`src/rtl/alu_seq_if.sv`:
```
// alu_seq issue/result bundle between decode and the ALU.
// Decode drives the master side; the ALU is the slave.
interface alu_seq_if #(
  parameter int W = 4
);
  logic         start;
  logic [W-1:0] A;
  logic [W-1:0] B;
  logic [2:0]   F;
  logic         ready;
  logic         done;
  logic [W-1:0] S;
  logic         C;
  logic         Z;

  modport master (
    output start, A, B, F,
    input  ready, done, S, C, Z
  );

  modport slave (
    input  start, A, B, F,
    output ready, done, S, C, Z
  );
endinterface

```
`src/rtl/alu_seq.sv`:
```
// Sequential W-bit ALU with registered carry/zero flags and
// an optional iterative shift-add multiplier on F=111.
module alu_seq #(
  parameter int W      = 4,
  parameter int MUL_EN = 1
) (
  input logic       clk,
  input logic       reset,
  alu_seq_if.slave  bus
);

  localparam bit HAS_MUL = (MUL_EN != 0);
  localparam int CW      = (W > 2) ? $clog2(W) : 1;

  typedef enum logic [1:0] {
    IDLE = 2'd0,
    MUL  = 2'd1,
    FIN  = 2'd2
  } state_t;

  state_t         state_q;
  logic           ready_q;
  logic           done_q;
  logic [W-1:0]   s_q;
  logic           c_q;
  logic           z_q;
  logic [CW-1:0]  cnt_q;
  logic [2*W-1:0] mcand_q;
  logic [W-1:0]   mplier_q;
  logic [2*W-1:0] prod_q;

  logic [W:0]     res_d;
  logic           is_mul;

  // Single-cycle result, computed one bit wider to expose carry/borrow.
  always_comb begin
    res_d = '0;
    unique case (bus.F)
      3'b000: res_d = {1'b0, bus.A};
      3'b001: res_d = {1'b0, bus.A} - {1'b0, bus.B};
      3'b010: res_d = {1'b0, bus.B};
      3'b011: res_d = {1'b0, bus.A} + {1'b0, bus.B};
      3'b100: res_d = {1'b0, ~(bus.A & bus.B)};
      3'b101: res_d = {1'b0, bus.A} + {1'b0, bus.B}
                      + (W+1)'(c_q);
      3'b110: res_d = {bus.A[W-1], bus.A[W-2:0], c_q};
      3'b111: res_d = {1'b1, {W{1'b0}}};
      default: res_d = '0;
    endcase
  end

  assign is_mul = HAS_MUL && (bus.F == 3'b111);

  // Control FSM, multiplier datapath and result/flag registers.
  always_ff @(posedge clk) begin
    if (reset) begin
      state_q  <= IDLE;
      ready_q  <= 1'b1;
      done_q   <= 1'b0;
      s_q      <= '0;
      c_q      <= 1'b0;
      z_q      <= 1'b1;
      cnt_q    <= '0;
      mcand_q  <= '0;
      mplier_q <= '0;
      prod_q   <= '0;
    end else begin
      done_q <= 1'b0;
      unique case (state_q)
        IDLE: begin
          if (bus.start) begin
            if (is_mul) begin
              mcand_q  <= {{W{1'b0}}, bus.A};
              mplier_q <= bus.B;
              prod_q   <= '0;
              cnt_q    <= '0;
              ready_q  <= 1'b0;
              state_q  <= MUL;
            end else begin
              s_q    <= res_d[W-1:0];
              c_q    <= res_d[W];
              z_q    <= (res_d[W-1:0] == '0);
              done_q <= 1'b1;
            end
          end
        end
        MUL: begin
          if (mplier_q[0]) begin
            prod_q <= prod_q + mcand_q;
          end
          mcand_q  <= mcand_q << 1;
          mplier_q <= mplier_q >> 1;
          cnt_q    <= cnt_q + 1'b1;
          if (cnt_q == CW'(W-1)) begin
            state_q <= FIN;
          end
        end
        FIN: begin
          s_q     <= prod_q[W-1:0];
          c_q     <= |prod_q[2*W-1:W];
          z_q     <= (prod_q[W-1:0] == '0);
          done_q  <= 1'b1;
          ready_q <= 1'b1;
          state_q <= IDLE;
        end
        default: begin
          state_q <= IDLE;
          ready_q <= 1'b1;
        end
      endcase
    end
  end

  assign bus.ready = ready_q;
  assign bus.done  = done_q;
  assign bus.S     = s_q;
  assign bus.C     = c_q;
  assign bus.Z     = z_q;

endmodule

```
`src/flat_wrapper.sv`:
```
// flat-port wrapper written by rule: the top's interface ports become plain ports
module alu_seq_flat 
#(
  parameter int W      = 4,
  parameter int MUL_EN = 1
)
  (clk, reset, bus_start, bus_A, bus_B, bus_F, bus_ready, bus_done, bus_S, bus_C, bus_Z);
  alu_seq_if #(.W(W)) bus_i ();
  input logic clk;
  input logic reset;
  input wire logic [$bits(bus_i.start)-1:0] bus_start;
  input wire logic [$bits(bus_i.A)-1:0] bus_A;
  input wire logic [$bits(bus_i.B)-1:0] bus_B;
  input wire logic [$bits(bus_i.F)-1:0] bus_F;
  output wire logic [$bits(bus_i.ready)-1:0] bus_ready;
  output wire logic [$bits(bus_i.done)-1:0] bus_done;
  output wire logic [$bits(bus_i.S)-1:0] bus_S;
  output wire logic [$bits(bus_i.C)-1:0] bus_C;
  output wire logic [$bits(bus_i.Z)-1:0] bus_Z;
  assign bus_i.start = bus_start;
  assign bus_i.A = bus_A;
  assign bus_i.B = bus_B;
  assign bus_i.F = bus_F;
  assign bus_ready = bus_i.ready;
  assign bus_done = bus_i.done;
  assign bus_S = bus_i.S;
  assign bus_C = bus_i.C;
  assign bus_Z = bus_i.Z;
  alu_seq #(.W(W), .MUL_EN(MUL_EN)) u_core (.clk(clk), .reset(reset), .bus(bus_i));
endmodule
```
`config.mk`:
```
export PLATFORM = sky130hd
export DESIGN_NAME = alu_seq_flat
export DESIGN_NICKNAME = d
export VERILOG_FILES = /design/src/rtl/alu_seq_if.sv /design/src/rtl/alu_seq.sv /design/src/flat_wrapper.sv
export SDC_FILE = /design/constraint.sdc
export NUM_CORES = 1
export LEC_CHECK = 0
export ABC_AREA = 1
export CAP_MARGIN = 0
export CORE_MARGIN = 3
export CORE_UTILIZATION = 57
export CTS_CLUSTER_SIZE = 14
export DETAILED_ROUTE_END_ITERATION = 12
export MAX_ROUTING_LAYER = met4
export PLACE_DENSITY = 0.79
export SLEW_MARGIN = 20
export SYNTH_ARGS = -nofsm -noshare
export SYNTH_HDL_FRONTEND = slang
export SYNTH_SLANG_ARGS = --single-unit
```
`constraint.sdc`:
```
create_clock -name clk -period 2.63 [get_ports clk]
set_clock_uncertainty 0.05 [all_clocks]
set_input_delay 0.3945 -clock clk [delete_from_list [all_inputs] [get_ports clk]]
set_output_delay 0.3945 -clock clk [all_outputs]
set_load 0.02 [all_outputs]
```
==> reports/qor.yml <==
holdCritPathClass: "flip-flop to flip-flop"
cts_buffers: 5
synth_fp_nets: 383
wire_per_inst_um: 12.9
cts-root-buf: "clkbuf_8"
die_w_um: 69.5
io_buffers: 21
drt-pass1-iter-count: 5
grt_overflow: 0
yosys_warnings: 0
cpMostUsedCell: "nand2_1"
finalCritPeriodShare_pct: 92.4
clkSinkCount: 32
design_area_um2: 2750
p_leak_nw: 1.35
synth.avg_cell_area_um2: 6.60
hold_viol: 0
critPathArrivalTime_ns: 2.61
worst_slew_pin_slew_ns: 0.530
seqPwrFrac_pct: 43.3
cts_tree: "yes"
layout-drive-gt1-share_pct: 10.9
nNetsFinal: 421
clk_latency_ns: 0.29
cap_violations: 0
num_rows: 22
gr-usage-all-layers_pct: 24.6
grt_max_degree: 19
critPathRequiredTime_ns: 2.81
cpPeakStageDelay_ns: 0.49
power_density_nw_per_um2: 434
start_kind: "primary input"
power.clock.fraction_pct: 32.6
syn_to_final_growth_pct: 19.4
ys_types: 33
yosys_register_bits: 32
antenna_found_initial: 0
crit_path_end_kind: "flip-flop"
finalWorstSetupSlack_ns: 0.199
rsz0062_at_grt: "false"
drc: 0
fill_cells: 326
p_sw_share_pct: 30.2
dp_hpwl_um: 4510
ant_nets: 0
setup_viol: 0
whs_ns: 0.420
first_iter_violations: 113
cts-htree-levels: 2
syn-cell-area_um2: 2300
r2r-start: "u_core.prod_q[0]"
crit_path_top_delay_cell: "clkdlybuf4s50_1"
p_comb_share_pct: 24.1
p_switching_mw: 0.360
postCtsHoldBufs: 0
ir_worst_vdd_mv: 0.382
p_int_mw: 0.832
cp.depth: 17
max_slew_margin_pct: 64.7
fin_util_pct: 72.8
core_um2: 3770
die_area_um2: 4830
seqCellArea_um2: 641
r2r_cells: 10
timing.final.crit_period_ns: 2.43
path_clk_slew_ns: 0.06
status: "finished clean"
maxSlewViolCount: 0
layout_commonest_cell: "nand2_1"
grt_pass1_wl_um: 9380
dpl_cell_area_um2: 2650
antennaDiodeCount: 0
rr_endpoint: "u_core.prod_q[6]"
post_cts_buffers: 0
path_class: "primary input to flip-flop"
p_total_mw: 1.19
cp_top_family: "adder cells"
synth_cells: 348
place.gp.congestion: 0.938
start_util_pct: 60.9
dieHeight_um: 69.5
dp_slack_ns: -0.0807
vias: 2290
multi_input_area_um2: 1420
critPathBufInv: 3
r2r_setup_slack_ns: 0.75
drt-total-wl_um: 5610
crit_fanout: 2
ios: 22
crit_chain: "clkdlybuf4s50_1 > ha_1 > inv_1 > fa_1 > inv_1 > ha_1 > nand2_1 > nand2_1 > nor2_1 > nand2_1 > nand2_1 > nand2_1 > nor2_1 > nand2_1 > nand2_1 > nand2_1 > nand2_1"
ys_seq_area_share_pct: 27.9
final_cell_mix: "nand2_1 (86), inv_1 (45), nor2_1 (32), dfxtp_1 (32), nand3_1 (28)"
fmax_ghz: 0.411
crit_start: "bus_B[0]"
grt_pass1_vias: 2088
critical_path.endpoint: "u_core.bus.Z"
clockBufferDepth: 2
avgViaCountPerCell: 5.26
post_cts_resized: 0
## cells by family after synthesis
kind of cell / count (synthesis) / share of synthesized area, %
AO/OA/AOI/OAI: 66 / 16.3
AND/OR/NAND/NOR: 167 / 31.7
flip-flops: 32 / 27.9
adder cells (fa/ha/maj): 21 / 12.4
buffers and inverters: 59 / 10.6
XOR/XNOR: 3 / 1.14
## stage by stage
| step | instances | setup TNS (ns) |
|---|---|---|
| 2_1_floorplan | 348 | 0 |
| 3_3_place_gp | 427 | -0.0327 |
| 3_5_place_dp | 427 | -0.105 |
| 4_1_cts | 435 | 0 |
| 5_1_grt | 435 | 0 |
| 6_report | 435 | 0 |
## Yosys cell counts, drive strengths merged
cell type / count / area, um^2
fa: 3 / 60.1
or2: 2 / 12.5
a21oi: 26 / 134
nand3b: 1 / 7.51
inv: 51 / 191
nor4: 2 / 12.5
dfxtp: 32 / 641
a31oi: 6 / 37.5
o22ai: 3 / 18.8
clkbuf: 3 / 11.3
a22oi: 1 / 7.51
nand2: 88 / 335
nor3: 4 / 20.0
nand3: 29 / 150
buf: 5 / 40.0
o211ai: 1 / 7.51
a211oi: 1 / 7.51
o21ai: 25 / 136
a21boi: 1 / 7.51
nand4: 6 / 37.5
o32ai: 2 / 17.5
ha: 18 / 225
xor2: 3 / 26.3
nor2: 35 / 154
## flip-flops by register name (all words and copies together), names as in the netlist
register          flops
u_core.mplier_q       4
u_core.bus.Z          1
u_core.bus.ready      1
u_core.mcand_q        8
u_core.bus.done       1
u_core.cnt_q          2
u_core.state_q        2
u_core.bus.S          4
u_core.prod_q         8
u_core.bus.C          1
## worst register-to-register path, cell delays in order, from the launching register on
cell and delay, ns:
dfxtp_1 0.34, ha_1 0.23, fa_1 0.41, nand3_1 0.11, nand2_1 0.06, nand2_1 0.08, nand2_1 0.06, a21oi_1 0.15
or2_2 0.13, nand3_1 0.07, a21oi_1 0.14
## metal layers
metal | track usage (%) | part of all wire, % | vias to the layer above | wire, um
met3 | 4.93 | 4.9 | 7 | 273
met1 | 32.0 | 50 | 1009 | 2780
met4 | 7.16 | 1.2 | 0 | 65
li1 | - | - | 1220 | -
met5 | - | 0 | - | 0
met2 | 38.6 | 44 | 54 | 2490
## final cells by class
cell class	instances	area share, %
Sequential cell	32	23.3
Tap cell	48	2.19
Timing Repair Buffer	39	12.6
Multi-Input combinational cell	257	51.5
Clock buffer	6	3.01
Inverter	51	6.97
Clock inverter	2	0.365
## how the worst min path moves through the flow
stage                             startpoint  slack (ns)            endpoint  cells past startpoint
after floorplan           u_core.mplier_q[3]        0.40  u_core.mplier_q[3]                      2
after global placement       u_core.bus.S[3]        0.40     u_core.bus.S[3]                      2
after detailed placement        u_core.bus.Z        0.41        u_core.bus.Z                      2
after CTS                       u_core.bus.Z        0.42        u_core.bus.Z                      2
after global routing         u_core.bus.S[3]        0.45     u_core.bus.S[3]                      2
final                        u_core.bus.S[3]        0.42     u_core.bus.S[3]                      2
## power groups by stage
stage	Combinational, mW	Clock [mW]	Sequential, mW
2_1_floorplan	0.164	0	0.536
3_3_place_gp	0.283	0	0.526
3_5_place_dp	0.284	0	0.527
4_1_cts	0.286	0.394	0.516
5_1_grt	0.320	0.413	0.518
6_report	0.287	0.389	0.516
Power figures use the tool's default switching activity.
